<file path="config.mk">
export PLATFORM = sky130hd
export DESIGN_NAME = axi4lite_reg_bank
export DESIGN_NICKNAME = d
export VERILOG_FILES = /design/src/rtl/axi4lite_pkg.sv /design/src/rtl/axi4lite_wr_join.sv /design/src/rtl/axi4lite_reg_bank.sv
export SDC_FILE = /design/constraint.sdc
export NUM_CORES = 1
export LEC_CHECK = 0
export ABC_CLOCK_PERIOD_IN_PS = 3700
export BUFFER_PORTS_ARGS = -buffer_cell sky130_fd_sc_hd__buf_2
export CAP_MARGIN = 25
export CORE_AREA = 2 2 468 470
export CTS_CLUSTER_SIZE = 16
export DETAILED_ROUTE_END_ITERATION = 6
export DIE_AREA = 0 0 470 472
export PLACE_DENSITY = 0.3
export SKIP_CTS_REPAIR_TIMING = 1
export SLEW_MARGIN = 20
export SYNTH_ARGS = -nofsm -noshare
export SYNTH_HDL_FRONTEND = slang
export SYNTH_SLANG_ARGS = --single-unit
</file>
<file path="constraint.sdc">
create_clock -name aclk -period 3.7 [get_ports aclk]
set_input_delay 0.74 -clock aclk [delete_from_list [all_inputs] [get_ports aclk]]
set_output_delay 0.74 -clock aclk [all_outputs]
set_load 0.01 [all_outputs]
</file>
<file path="src/rtl/axi4lite_pkg.sv">
// ---------------------------------------------------------------------------
// axi4lite_pkg
// Shared definitions for AXI4-Lite slaves: response codes, write/read FSM
// state types and a byte-strobe merge helper.
// strb_merge works on the widest supported data word (64 bits); callers
// zero-extend narrower words and truncate the result.
// ---------------------------------------------------------------------------
package axi4lite_pkg;

    localparam int MAX_DATA_W = 64;
    localparam int MAX_STRB_W = MAX_DATA_W / 8;

    localparam logic [1:0] RESP_OKAY   = 2'b00;
    localparam logic [1:0] RESP_SLVERR = 2'b10;
    localparam logic [1:0] RESP_DECERR = 2'b11;

    typedef enum logic {
        W_IDLE = 1'b0,
        W_RESP = 1'b1
    } w_state_e;

    typedef enum logic {
        R_IDLE = 1'b0,
        R_RESP = 1'b1
    } r_state_e;

    // Byte j of the result comes from new_val when strb[j] is set, else old_val.
    function automatic logic [MAX_DATA_W-1:0] strb_merge(
        input logic [MAX_DATA_W-1:0] old_val,
        input logic [MAX_DATA_W-1:0] new_val,
        input logic [MAX_STRB_W-1:0] strb
    );
        logic [MAX_DATA_W-1:0] res;
        res = old_val;
        for (int j = 0; j < MAX_STRB_W; j++) begin
            if (strb[j]) begin
                res[j*8 +: 8] = new_val[j*8 +: 8];
            end else begin
                res[j*8 +: 8] = old_val[j*8 +: 8];
            end
        end
        return res;
    endfunction

endpackage

</file>
<file path="src/rtl/axi4lite_wr_join.sv">
// ---------------------------------------------------------------------------
// axi4lite_wr_join
// Joins the independent AW and W channels of an AXI4-Lite slave. Whichever
// channel arrives first is parked in a holding register until the other
// shows up; commit is asserted for the cycle whose clock edge completes the
// pair, with the joined address/data/strobe presented alongside.
// Ports:
//   clk, reset           clock, synchronous active-high reset
//   aw_addr/valid/ready  write-address channel
//   w_data/strb/valid/ready write-data channel
//   resp_busy            write response outstanding (blocks both channels)
//   commit               both halves present on this edge
//   commit_addr/data/strb joined write, valid while commit is high
// ---------------------------------------------------------------------------
module axi4lite_wr_join #(
    parameter int ADDR_WIDTH = 32,
    parameter int DATA_WIDTH = 32
) (
    input  logic                    clk,
    input  logic                    reset,
    input  logic [ADDR_WIDTH-1:0]   aw_addr,
    input  logic                    aw_valid,
    output logic                    aw_ready,
    input  logic [DATA_WIDTH-1:0]   w_data,
    input  logic [DATA_WIDTH/8-1:0] w_strb,
    input  logic                    w_valid,
    output logic                    w_ready,
    input  logic                    resp_busy,
    output logic                    commit,
    output logic [ADDR_WIDTH-1:0]   commit_addr,
    output logic [DATA_WIDTH-1:0]   commit_data,
    output logic [DATA_WIDTH/8-1:0] commit_strb
);

    logic                    aw_held_r;
    logic                    w_held_r;
    logic [ADDR_WIDTH-1:0]   addr_r;
    logic [DATA_WIDTH-1:0]   data_r;
    logic [DATA_WIDTH/8-1:0] strb_r;
    logic                    aw_hs_s;
    logic                    w_hs_s;

    assign aw_ready = !aw_held_r && !resp_busy;
    assign w_ready  = !w_held_r && !resp_busy;
    assign aw_hs_s  = aw_valid && aw_ready;
    assign w_hs_s   = w_valid && w_ready;

    assign commit      = (aw_held_r || aw_hs_s) && (w_held_r || w_hs_s);
    assign commit_addr = aw_held_r ? addr_r : aw_addr;
    assign commit_data = w_held_r ? data_r : w_data;
    assign commit_strb = w_held_r ? strb_r : w_strb;

    // Holding registers: park a lone channel, release both on commit.
    always_ff @(posedge clk) begin
        if (reset) begin
            aw_held_r <= 1'b0;
            w_held_r  <= 1'b0;
            addr_r    <= '0;
            data_r    <= '0;
            strb_r    <= '0;
        end else if (commit) begin
            aw_held_r <= 1'b0;
            w_held_r  <= 1'b0;
        end else begin
            if (aw_hs_s) begin
                aw_held_r <= 1'b1;
                addr_r    <= aw_addr;
            end
            if (w_hs_s) begin
                w_held_r <= 1'b1;
                data_r   <= w_data;
                strb_r   <= w_strb;
            end
        end
    end

endmodule

</file>
<file path="src/rtl/axi4lite_reg_bank.sv">
// ---------------------------------------------------------------------------
// axi4lite_reg_bank
// AXI4-Lite slave exposing NUM_REGS control/status registers. RW registers
// are byte-strobe writable; registers flagged in RO_MASK return ro_data_i
// (sampled on the AR handshake) and reject writes with SLVERR. Addresses
// outside the window answer DECERR with zero read data.
// Ports:
//   aclk, reset          clock, synchronous active-high reset
//   s_axi_aw*/w*/b*      AXI4-Lite write channels (prot ignored)
//   s_axi_ar*/r*         AXI4-Lite read channels (prot ignored)
//   regs_o               stored register values, reg i at [i*DATA_WIDTH +: DATA_WIDTH]
//   wr_stb_o             one-cycle pulse per committed RW register write
//   ro_data_i            sources for read-only registers
// ---------------------------------------------------------------------------
module axi4lite_reg_bank
    import axi4lite_pkg::*;
#(
    parameter int                         ADDR_WIDTH = 32,
    parameter int                         DATA_WIDTH = 32,
    parameter int                         NUM_REGS   = 16,
    parameter logic [ADDR_WIDTH-1:0]      BASE_ADDR  = '0,
    parameter logic [NUM_REGS-1:0]        RO_MASK    = '0,
    parameter logic [DATA_WIDTH-1:0]      RESET_VAL  = '0
) (
    input  logic                           aclk,
    input  logic                           reset,
    input  logic [ADDR_WIDTH-1:0]          s_axi_awaddr,
    input  logic [2:0]                     s_axi_awprot,
    input  logic                           s_axi_awvalid,
    output logic                           s_axi_awready,
    input  logic [DATA_WIDTH-1:0]          s_axi_wdata,
    input  logic [DATA_WIDTH/8-1:0]        s_axi_wstrb,
    input  logic                           s_axi_wvalid,
    output logic                           s_axi_wready,
    output logic [1:0]                     s_axi_bresp,
    output logic                           s_axi_bvalid,
    input  logic                           s_axi_bready,
    input  logic [ADDR_WIDTH-1:0]          s_axi_araddr,
    input  logic [2:0]                     s_axi_arprot,
    input  logic                           s_axi_arvalid,
    output logic                           s_axi_arready,
    output logic [DATA_WIDTH-1:0]          s_axi_rdata,
    output logic [1:0]                     s_axi_rresp,
    output logic                           s_axi_rvalid,
    input  logic                           s_axi_rready,
    output logic [NUM_REGS*DATA_WIDTH-1:0] regs_o,
    output logic [NUM_REGS-1:0]            wr_stb_o,
    input  logic [NUM_REGS*DATA_WIDTH-1:0] ro_data_i
);

    localparam int BYTES    = DATA_WIDTH / 8;
    localparam int ADDR_LSB = $clog2(BYTES);
    localparam int IDX_W    = (NUM_REGS > 1) ? $clog2(NUM_REGS) : 1;
    localparam logic [ADDR_WIDTH-1:0] SPAN = ADDR_WIDTH'(NUM_REGS * BYTES);

    // Wrapping subtraction: addresses below BASE_ADDR become huge offsets.
    function automatic logic in_range(input logic [ADDR_WIDTH-1:0] addr);
        return (addr - BASE_ADDR) < SPAN;
    endfunction

    function automatic logic [IDX_W-1:0] reg_idx(input logic [ADDR_WIDTH-1:0] addr);
        return IDX_W'((addr - BASE_ADDR) >> ADDR_LSB);
    endfunction

    logic [DATA_WIDTH-1:0]   regs_r [NUM_REGS];
    logic [NUM_REGS-1:0]     wr_stb_r;
    w_state_e                w_state_r, w_state_s;
    r_state_e                r_state_r, r_state_s;
    logic [1:0]              bresp_r, rresp_r;
    logic [DATA_WIDTH-1:0]   rdata_r;

    logic                    commit_s;
    logic [ADDR_WIDTH-1:0]   c_addr_s;
    logic [DATA_WIDTH-1:0]   c_data_s;
    logic [DATA_WIDTH/8-1:0] c_strb_s;
    logic                    wr_in_range_s, wr_ro_s;
    logic [IDX_W-1:0]        wr_idx_s;
    logic [1:0]              wr_resp_s;
    logic [NUM_REGS-1:0]     wr_en_s;

    logic                    ar_hs_s, rd_in_range_s;
    logic [IDX_W-1:0]        rd_idx_s;
    logic [DATA_WIDTH-1:0]   rd_data_s;
    logic [1:0]              rd_resp_s;
    logic                    unused_s;

    assign unused_s = ^{s_axi_awprot, s_axi_arprot};

    axi4lite_wr_join #(
        .ADDR_WIDTH(ADDR_WIDTH),
        .DATA_WIDTH(DATA_WIDTH)
    ) u_wr_join (
        .clk        (aclk),
        .reset      (reset),
        .aw_addr    (s_axi_awaddr),
        .aw_valid   (s_axi_awvalid),
        .aw_ready   (s_axi_awready),
        .w_data     (s_axi_wdata),
        .w_strb     (s_axi_wstrb),
        .w_valid    (s_axi_wvalid),
        .w_ready    (s_axi_wready),
        .resp_busy  (s_axi_bvalid),
        .commit     (commit_s),
        .commit_addr(c_addr_s),
        .commit_data(c_data_s),
        .commit_strb(c_strb_s)
    );

    // Write decode: classify the joined write and build per-register enables.
    always_comb begin
        wr_in_range_s = in_range(c_addr_s);
        wr_idx_s      = reg_idx(c_addr_s);
        wr_ro_s       = 1'b0;
        for (int i = 0; i < NUM_REGS; i++) begin
            wr_ro_s = wr_ro_s | (RO_MASK[i] & (wr_idx_s == IDX_W'(i)));
        end
        if (!wr_in_range_s) begin
            wr_resp_s = RESP_DECERR;
        end else if (wr_ro_s) begin
            wr_resp_s = RESP_SLVERR;
        end else begin
            wr_resp_s = RESP_OKAY;
        end
        wr_en_s = '0;
        for (int i = 0; i < NUM_REGS; i++) begin
            wr_en_s[i] = commit_s && wr_in_range_s && !wr_ro_s && (wr_idx_s == IDX_W'(i));
        end
    end

    // Register array and write strobes.
    always_ff @(posedge aclk) begin
        if (reset) begin
            for (int i = 0; i < NUM_REGS; i++) begin
                regs_r[i] <= RESET_VAL;
            end
            wr_stb_r <= '0;
        end else begin
            wr_stb_r <= wr_en_s;
            for (int i = 0; i < NUM_REGS; i++) begin
                if (wr_en_s[i]) begin
                    regs_r[i] <= DATA_WIDTH'(strb_merge(MAX_DATA_W'(regs_r[i]),
                                                        MAX_DATA_W'(c_data_s),
                                                        MAX_STRB_W'(c_strb_s)));
                end
            end
        end
    end

    // Write FSM next state.
    always_comb begin
        w_state_s = w_state_r;
        case (w_state_r)
            W_IDLE:  w_state_s = commit_s ? W_RESP : W_IDLE;
            W_RESP:  w_state_s = s_axi_bready ? W_IDLE : W_RESP;
            default: w_state_s = W_IDLE;
        endcase
    end

    // Write FSM state and response capture.
    always_ff @(posedge aclk) begin
        if (reset) begin
            w_state_r <= W_IDLE;
            bresp_r   <= RESP_OKAY;
        end else begin
            w_state_r <= w_state_s;
            if (commit_s) begin
                bresp_r <= wr_resp_s;
            end
        end
    end

    // Read decode: RO registers read the live input, RW the stored value.
    always_comb begin
        rd_in_range_s = in_range(s_axi_araddr);
        rd_idx_s      = reg_idx(s_axi_araddr);
        rd_data_s     = '0;
        for (int i = 0; i < NUM_REGS; i++) begin
            if (rd_idx_s == IDX_W'(i)) begin
                rd_data_s = RO_MASK[i] ? ro_data_i[i*DATA_WIDTH +: DATA_WIDTH] : regs_r[i];
            end else begin
                rd_data_s = rd_data_s;
            end
        end
        if (rd_in_range_s) begin
            rd_resp_s = RESP_OKAY;
        end else begin
            rd_data_s = '0;
            rd_resp_s = RESP_DECERR;
        end
    end

    assign ar_hs_s = s_axi_arvalid && s_axi_arready;

    // Read FSM next state.
    always_comb begin
        r_state_s = r_state_r;
        case (r_state_r)
            R_IDLE:  r_state_s = ar_hs_s ? R_RESP : R_IDLE;
            R_RESP:  r_state_s = s_axi_rready ? R_IDLE : R_RESP;
            default: r_state_s = R_IDLE;
        endcase
    end

    // Read FSM state and response capture (held until rready).
    always_ff @(posedge aclk) begin
        if (reset) begin
            r_state_r <= R_IDLE;
            rdata_r   <= '0;
            rresp_r   <= RESP_OKAY;
        end else begin
            r_state_r <= r_state_s;
            if (ar_hs_s) begin
                rdata_r <= rd_data_s;
                rresp_r <= rd_resp_s;
            end
        end
    end

    assign s_axi_bvalid  = (w_state_r == W_RESP);
    assign s_axi_bresp   = bresp_r;
    assign s_axi_arready = (r_state_r == R_IDLE);
    assign s_axi_rvalid  = (r_state_r == R_RESP);
    assign s_axi_rdata   = rdata_r;
    assign s_axi_rresp   = rresp_r;
    assign wr_stb_o      = wr_stb_r;

    for (genvar g = 0; g < NUM_REGS; g++) begin : g_regs_out
        assign regs_o[g*DATA_WIDTH +: DATA_WIDTH] = regs_r[g];
    end

endmodule
</file>
==> metrics <==
status finished, final reports clean; worst r2r src u_wr_join.aw_held_r$_SDFFE_PP0P_; EDFF count, synth a little over 500; initial antenna violation count 16; Seq/Total Area, Yosys 0.6301; # H-tree levels 3; Setup-failing EPs final 0; pwr/cell area 511.7 nW/um2; largest net degree at the start of global routing 100; GRT Residual Overflow 0; die area about 220000 um2; die width 470 um; Slew Viols, Final 0; critical path type register to register; f_max about 320 MHz; fin crit period 3.136 ns; critical path startpoint u_wr_join.aw_held_r$_SDFFE_PP0P_; critical path data required time roughly 4 ns; fraction of final layout cells sized beyond drive strength 1 0.3407; CTS Buffer Depth 3; Remaining DRCs 0; ANT nets after route 0; Pre-Repair DR Iteration Count 5; Initial Utilization 0.1303; Post-Syn Area roughly 28000 um2; Post-DP HPWL approximately 160 mm; hold path start s_axi_rready; largest cells by area after synthesis edfxtp_1 (54%), dfxtp_1 (8.5%), nor2_1 (4.1%); global-route wire length before repair 253.5 mm; Net Count, Synth 3068; RD Place Congestion approximately 0.84; CTS Root Cell clkbuf_16; Std-Cell Rows approximately 170; Setup TNS 0 ns; P&R area growth vs syn 36.77%; Lkg Pwr 14.78 nW; Ys Warns 0; vias in the first global route approximately 24000; Core Box Area ~220000 um2; Avg WL per Cell about 33 um; RSZ-0062 raised after global routing no; Die Span Y approximately 470 um; detailed router's first-iteration violation count about 2200; crit share post-route 0.8476; final worst slack approximately 0.56 ns; worst ir drop on vdd roughly 0.32 mV; commonest non-fill, non-tap cell in the layout buf_2; Min-Delay Path Class primary input to register; Syn Inst Count 2443; total of max-cap violations 0; relative slew slack 0.2683; clock skew slightly above 0.06 ns; Worst-path clk slew ~0.06 ns; TritonCTS Sinks around 630; Routed WL a little under 200 mm; Syn Area/Cell roughly 12 um2; Synth area leader edfxtp_1; fin cells a little over 6000; Filler cells ~24000; CTS Buf Count 87; Final #Nets approximately 3800; dpl cells approximately 5900; crit path DAT 3.52 ns; Port-buffer cells 671; crit start category register; share of the synthesized area in the top cell type 0.5449; I/O pin count 1194; commonest cells after routing, fill and taps aside buf_2 (666), edfxtp_1 (512), nor2_1 (308); worst skew pair latency roughly 0.74 ns; most common flop cell mapped by yosys edfxtp_1; Place WS 0.3527 ns; Min Hold Slack between 0.2 and 0.3 ns; DR vias approximately 24000; GRT Util Overall 0.1726; Post-synth ARST share 0; CP Capture Type register; Vias per Instance between 3 and 4; Least-Margin Pin Slew 1.076 ns; CTS tree yes; synth unique cells 81; CP max FO 24; flops & latches, synth approximately 630; Final Hold Vio Count 0
-- sequential cells by signal, summed over array words and instances, names as in the netlist --
signal and count:
wr_stb_o 16, u_wr_join.addr_r 30, s_axi_rresp 1, u_wr_join.strb_r 4, u_wr_join.aw_held_r 1, s_axi_bvalid 1, s_axi_rdata 32, regs_r 512
s_axi_bresp 1, u_wr_join.w_held_r 1, s_axi_rvalid 1, u_wr_join.data_r 32
-- worst paths after layout --
path                                             to  slack (ns)  cells past startpoint
hold / removal              s_axi_rvalid$_SDFF_PP0_        0.27                      3
setup reg to reg        regs_r[1][79]$_SDFFCE_PP0P_        0.56                      6
setup / recovery        regs_r[1][79]$_SDFFCE_PP0P_        0.56                      6
hold reg to reg   u_wr_join.data_r[12]$_SDFFE_PP0P_        0.45                      2
-- cells by family (layout without fill, tap and decap cells) --
| group | count (synthesis) | in the layout | synth area share |
|---|---|---|---|
| AOI/OAI and AO/OA | 634 | 634 | 0.1471 |
| and+or+nand+nor | 821 | 821 | 0.1358 |
| other | 0 | 5 | 0 |
| buffers and inverters | 258 | 1041 | 0.04639 |
| DFF | 632 | 632 | 0.6301 |
| muxes | 98 | 98 | 0.04058 |
-- power breakdown --
| group | internal (W) | switching, W | leakage (nW) |
|---|---|---|---|
| registers | 0.00804 | 0.000286 | 6.24 |
| clock network | 0.00517 | 0.00365 | 1.42 |
| logic | 0.000702 | 0.00189 | 7.12 |
| total | 0.0139 | 0.00583 | 14.8 |
-- Yosys cell counts, types with 30 or more instances --
library cell	n
mux2i_1	75
o22ai_1	30
nor2_1	308
nor3_1	131
clkbuf_1	115
edfxtp_1	512
o211ai_1	38
nand2_1	213
buf_2	79
dfxtp_1	120
a21oi_1	151
o21ai_0	165
a221oi_1	39
-- layer usage --
metal  wire length, um  part of all wire  global-route usage  up-vias
met1             86800              0.44              0.2215    12511
met2             88580              0.45              0.2703      882
li1                  -                 -                   -    10579
met3             15180             0.076             0.05467      195
met4              7805             0.039             0.06283       14
met5                87           0.00044                   0        -
-- critical path, stage by stage (launching register included) --
cell and delay [ns]:
dfxtp_1 0.53, buf_4 0.36, o22ai_2 0.17, nor2_2 0.45, nand3_2 0.57, o21ai_0 0.47, buf_4 0.25
-- layout make-up --
type	count	area [um2]	area share
inverters	14	52.55	0.001362
multi-input cells	1553	9208	0.2386
diodes	5	12.51	0.0003242
flip-flops and latches	632	17780	0.4607
clock inverters	46	574.3	0.01488
repair buffers	869	5060	0.1311
clock buffers	112	2332	0.06044
well taps	2854	3571	0.09254
-- metrics by stage --
step / total power, W / utilization / instance area (um2)
after CTS: 0.02006 / 0.1782 / 38580
after detailed placement: 0.01111 / 0.1647 / 35670
after global placement: 0.01111 / 0.1647 / 35660
after global routing: 0.02041 / 0.1782 / 38580
final: 0.01975 / 0.1782 / 38590
after floorplan: 0.009417 / - / 28210
(Power assumes the default switching activity.)
